[src/rtl/mult_pkg.sv]
// Shared definitions for the sequential shift-add multiply-accumulate unit.
package mult_pkg;

  typedef enum logic [1:0] {
    IDLE = 2'd0,
    RUN  = 2'd1,
    DONE = 2'd2
  } state_e;

  localparam int unsigned DEFAULT_WIDTH = 8;

  // Iteration counter must hold 0..WIDTH.
  function automatic int unsigned cnt_width(input int unsigned w);
    return $clog2(w + 1);
  endfunction

  localparam int unsigned DEFAULT_CNT_W = cnt_width(DEFAULT_WIDTH);

endpackage

[src/rtl/mult_datapath.sv]
// Shift-add datapath: accumulator, latched operands, iteration counter and adder.
// Optional macro MULT_EARLY_EXIT_EN: last_step also fires once the remaining
// multiplier bits are all zero, so the run ends as soon as nothing is left to add.
module mult_datapath
  import mult_pkg::*;
#(
  parameter int unsigned WIDTH = DEFAULT_WIDTH
) (
  input  logic                 clk,
  input  logic                 rst,
  input  logic                 load,
  input  logic                 step,
  input  logic [WIDTH-1:0]     mcand,
  input  logic [WIDTH-1:0]     mplier,
  input  logic [WIDTH-1:0]     addend,
  output logic [2*WIDTH-1:0]   acc_step,
  output logic                 last_step
);

  localparam int unsigned CNT_W = cnt_width(WIDTH);

  logic [2*WIDTH-1:0] acc_q, acc_d;
  logic [WIDTH-1:0]   mcand_q, mcand_d;
  logic [WIDTH-1:0]   mplier_q, mplier_d;
  logic [CNT_W-1:0]   cnt_q, cnt_d;

  logic [2*WIDTH-1:0] mcand_ext;
  logic [2*WIDTH-1:0] partial;

  // Accumulator value after the current iteration; max sum fits in 2*WIDTH bits.
  always_comb begin
    mcand_ext = {{WIDTH{1'b0}}, mcand_q};
    partial   = mplier_q[0] ? (mcand_ext << cnt_q) : '0;
    acc_step  = acc_q + partial;
  end

  // Termination condition for the current RUN iteration.
  always_comb begin
`ifdef MULT_EARLY_EXIT_EN
    last_step = (cnt_q == CNT_W'(WIDTH - 1)) || ((mplier_q >> 1) == '0);
`else
    last_step = (cnt_q == CNT_W'(WIDTH - 1));
`endif
  end

  // Next-state for operands, accumulator and counter under load/step control.
  always_comb begin
    acc_d    = acc_q;
    mcand_d  = mcand_q;
    mplier_d = mplier_q;
    cnt_d    = cnt_q;
    if (load) begin
      acc_d    = {{WIDTH{1'b0}}, addend};
      mcand_d  = mcand;
      mplier_d = mplier;
      cnt_d    = '0;
    end else if (step) begin
      acc_d    = acc_step;
      mplier_d = mplier_q >> 1;
      cnt_d    = cnt_q + CNT_W'(1);
    end
  end

  // Datapath registers with synchronous reset.
  always_ff @(posedge clk) begin
    if (rst) begin
      acc_q    <= '0;
      mcand_q  <= '0;
      mplier_q <= '0;
      cnt_q    <= '0;
    end else begin
      acc_q    <= acc_d;
      mcand_q  <= mcand_d;
      mplier_q <= mplier_d;
      cnt_q    <= cnt_d;
    end
  end

endmodule

[src/rtl/seq_multiplier.sv]
// Sequential multiply-accumulate: product = mcand * mplier + addend,
// one multiplier bit per clock, start/busy/done handshake.
// Optional macro MULT_EARLY_EXIT_EN (handled in mult_datapath) shortens the
// run to the highest set multiplier bit; the product is unchanged.
module seq_multiplier
  import mult_pkg::*;
#(
  parameter int unsigned WIDTH = DEFAULT_WIDTH
) (
  input  logic                 clk,
  input  logic                 rst,
  input  logic                 start,
  input  logic [WIDTH-1:0]     mcand,
  input  logic [WIDTH-1:0]     mplier,
  input  logic [WIDTH-1:0]     addend,
  output logic                 busy,
  output logic                 done,
  output logic [2*WIDTH-1:0]   product
);

  state_e             state_q, state_d;
  logic               busy_q, busy_d;
  logic               done_q, done_d;
  logic [2*WIDTH-1:0] product_q, product_d;

  logic               load;
  logic               step;
  logic [2*WIDTH-1:0] acc_step;
  logic               last_step;

  mult_datapath #(
    .WIDTH(WIDTH)
  ) u_datapath (
    .clk      (clk),
    .rst      (rst),
    .load     (load),
    .step     (step),
    .mcand    (mcand),
    .mplier   (mplier),
    .addend   (addend),
    .acc_step (acc_step),
    .last_step(last_step)
  );

  // Control FSM: accepts start only in IDLE; product captures the final sum
  // on the edge entering DONE, so it already includes the last iteration's add.
  always_comb begin
    state_d   = state_q;
    busy_d    = busy_q;
    done_d    = 1'b0;
    product_d = product_q;
    load      = 1'b0;
    step      = 1'b0;
    case (state_q)
      IDLE: begin
        if (start) begin
          load    = 1'b1;
          state_d = RUN;
          busy_d  = 1'b1;
        end
      end
      RUN: begin
        step = 1'b1;
        if (last_step) begin
          state_d   = DONE;
          busy_d    = 1'b0;
          done_d    = 1'b1;
          product_d = acc_step;
        end
      end
      DONE: begin
        state_d = IDLE;
        busy_d  = 1'b0;
      end
      default: begin
        state_d = IDLE;
        busy_d  = 1'b0;
      end
    endcase
  end

  // FSM state and registered handshake/result outputs.
  always_ff @(posedge clk) begin
    if (rst) begin
      state_q   <= IDLE;
      busy_q    <= 1'b0;
      done_q    <= 1'b0;
      product_q <= '0;
    end else begin
      state_q   <= state_d;
      busy_q    <= busy_d;
      done_q    <= done_d;
      product_q <= product_d;
    end
  end

  assign busy    = busy_q;
  assign done    = done_q;
  assign product = product_q;

endmodule
[config.mk]
export PLATFORM = sky130hd
export DESIGN_NAME = seq_multiplier
export DESIGN_NICKNAME = d
export VERILOG_FILES = /design/src/rtl/mult_pkg.sv /design/src/rtl/mult_datapath.sv /design/src/rtl/seq_multiplier.sv
export SDC_FILE = /design/constraint.sdc
export NUM_CORES = 1
export LEC_CHECK = 0
export ABC_AREA = 1
export BUFFER_PORTS_ARGS = -buffer_cell sky130_fd_sc_hd__buf_4
export CORE_ASPECT_RATIO = 0.7
export CORE_MARGIN = 8
export CORE_UTILIZATION = 60
export CTS_BUF_LIST = sky130_fd_sc_hd__clkbuf_8 sky130_fd_sc_hd__clkbuf_16
export DETAILED_ROUTE_END_ITERATION = 10
export PLACE_DENSITY = 0.79
export RECOVER_POWER = 100
export SETUP_SLACK_MARGIN = 0.15
export SYNTH_ARGS = -nofsm -noshare
export SYNTH_HDL_FRONTEND = slang
export SYNTH_SLANG_ARGS = --single-unit
[constraint.sdc]
create_clock -name clk -period 4.7 [get_ports clk]
set_clock_uncertainty 0.1 [all_clocks]
set_input_delay 0.47 -clock clk [delete_from_list [all_inputs] [get_ports clk]]
set_output_delay 0.47 -clock clk [all_outputs]
set_load 0.02 [all_outputs]
==> results.md <==
- Crit Path Max Fanout: 25
- Period utilisation layout: 0.767
- Port buffer count: 44
- Internal Power: 0.000702 W
- Slew headroom: -0.147
- Failing checks: max-capacitance violations, max-slew violations
- Chip height: 79.2 um
- Area occupied by multi-input gates: a little under 0.002 sq mm
- Fin. Hold Viols: 0
- Clk sink count: 55
- Internal reg-to-reg setup slack: roughly 1.1 ns
- Placed cells: 648
- Main synth FF type: dfxtp_1
- Mapped cell area: around 0.0034 sq mm
- Fin cells: 656
- Drt initial violations: approximately 350
- CTS Buffer Depth: 2
- Max Cap Viol: 1
- Critical setup path kind: reg2reg
- Avg Cell Area, Syn: 6.27 sq um
- IO Pins: 45
- Core box area: around 0.0056 sq mm
- Setup violators final: 0
- Total gr overflow: 0
- Fillers: 553
- Static Leak: 1.84 nW
- Register area share after synthesis: 0.322
- Gpl congestion: ~1.1
- Worst vdd ir: ~0.23 mV
- Clock latency on the worst-skew pair: 0.31 ns
- Global-route wire length before repair: about 15 mm
- Setup_tns: 0 ns
- RSZ-0062 raised after global routing: no
- DRC Markers: 0
- DIE WIDTH: between 100 and 150 um
- Syn nets: 589
- Row count: 23
- Post-CTS sizing: 0
- Overall routing resource usage: 0.218
- Comb power frac: 0.155
- Crit path time final: around 3.6 ns
- Critical Path RT: 4.81 ns
- Clk network pwr share: 0.329
- Vias/cell: approximately 5.4
- Post-synth EDFFs: 0
- Drt wl/cell: about 14 um
- Total Routed Length: 9.04 mm
- PD cells: between 200 and 300 mW/mm^2
- CP Launch Type: flip-flop
- WP data arrival: around 3.7 ns
- Post-DP HPWL: 7.01 mm
- Clk slew on worst S/H paths: approximately 0.1 ns
- Ant diodes: 0
- Hold buffers post-CTS: 0
- Pin count of the biggest net entering global routing: 34
- Pre-CTS WS: around 1.7 ns
- HP Class: in2reg
- CP endpoint kind: flip-flop
- CTS Root Cell: clkbuf_8
- Synth unique cells: 35
- Layout cell share with drive strength beyond 1: 0.0688
- Switching Fraction: 0.282
- TritonCTS clock tree: built
- Num CTS Buffers: 5
- Slew @ Worst Pin: about 1.7 ns
- #FFs+latches synth: 55
- Core Util, Final: 0.670
- Ys async rst share: 0
- Seq pwr share: 0.515
- Initial antenna violation count: 0
- Setup Buffers After CTS: 0
- Switching pwr: 0.000276 W
- Post-DRT Antenna Nets: 0
- Pre-Repair DR Iteration Count: 7
- Htree depth: 2
- FMAX: approximately 0.28 GHz
- Vias in the first global route: ~3.2k
- Max-slew violation count: 26
- Nets: around 620
- Initial core utilization: 0.609
- Post-route setup slack: 1.10 ns
- Die area: 0.00841 sq mm
- Syn-to-layout area delta: 9.88%
- DR vias: approximately 3.6k
- Hold_ws: 0.272 ns
- Status: finished, violations left
- Synth Instances: about 550
- Yosys warning total: 0
- FF/Latch Area: 0.00110 sq mm
-- registers in the layout (all words and copies together) (netlist names) --
name and flops:
done 1, product 16, u_datapath.mcand_q 8, state_q 2, u_datapath.cnt_q 4, u_datapath.acc_q 16
u_datapath.mplier_q 8
-- cells in the final DEF (no fill, tap or decap), types with 2 or more instances in the layout --
cell        n
nor3_1      4
nand4_1     3
nor2_2      2
xor2_1      5
ha_1       16
buf_4      26
a31oi_1    16
clkbuf_8    5
inv_2       3
clkbuf_1   20
o21ai_0    32
inv_1      64
nand2_1   153
a21oi_1    19
dfxtp_1    55
nor2_1     94
nand3_1    46
o22ai_1     3
-- logic make-up (layout without fill, tap and decap cells) --
family | count (synthesis) | count (layout) | synth area share
compound gates | 77 | 77 | 0.127
flops | 55 | 55 | 0.322
simple gates | 304 | 304 | 0.366
xor+xnor | 6 | 6 | 0.0154
buf+inv | 86 | 122 | 0.106
fa+ha+maj | 17 | 17 | 0.0644
-- power by group through the flow --
stage                     registers [W]  clock network (W)  logic, W
after floorplan                0.000509                  0  0.000109
after global placement         0.000514                  0  0.000149
after detailed placement       0.000514                  0  0.000153
after CTS                      0.000503           0.000324  0.000153
after global routing           0.000506           0.000345  0.000171
final                          0.000504           0.000322  0.000152
-- critical path: stages (launching register included) --
cell	delay [ns]
dfxtp_1	0.58
inv_4	0.13
nor2_1	0.17
clkinv_1	0.14
nor2_2	0.10
inv_1	0.11
nor2_1	1.29
inv_1	0.52
o21ai_0	0.31
inv_1	0.05
-- synth_stat cells (all sizes together), types with 3 or more instances --
master / n / share of area
inv: 68 / 0.075
ha: 16 / 0.059
a21oi: 19 / 0.028
clkbuf: 9 / 0.0099
nor2: 96 / 0.12
nor3: 4 / 0.0059
o22ai: 3 / 0.0055
xor2: 5 / 0.013
buf: 9 / 0.020
nand2: 153 / 0.17
a31oi: 16 / 0.029
dfxtp: 55 / 0.32
nand3: 46 / 0.067
o21ai: 32 / 0.047
nand4: 3 / 0.0055
-- per-layer routing --
layer	up-vias	GRT usage	wire length [um]
met3	22	0.0598	867
met5	-	0	0
met4	0	0.0727	178
met1	1566	0.296	4140
li1	1813	-	-
met2	169	0.326	3850
-- stage by stage --
stage / instance area (sq um) / total power, W
after floorplan: 3420 / 0.000618
after global placement: 3750 / 0.000663
after detailed placement: 3750 / 0.000666
after CTS: 3870 / 0.000980
after global routing: 3760 / 0.00102
final: 3760 / 0.000978
-- path summary, 6_finish.rpt --
kind / depth (start not counted) / start / endpoint
hold / removal: 3 / mcand[6] / u_datapath.mcand_q[6]
hold reg to reg: 2 / u_datapath.mplier_q[7] / u_datapath.mplier_q[7]
setup / recovery: 9 / u_datapath.cnt_q[2] / product[7]
setup reg to reg: 9 / u_datapath.cnt_q[2] / product[7]
-- cell type report --
type | instances | share of cell area
repair buffers | 46 | 0.0719
clock inverters | 3 | 0.0113
flip-flops and latches | 55 | 0.293
clock buffers | 5 | 0.0183
well taps | 75 | 0.0250
inverters | 68 | 0.0686
multi-input cells | 404 | 0.512
Power figures use the tool's default switching activity.
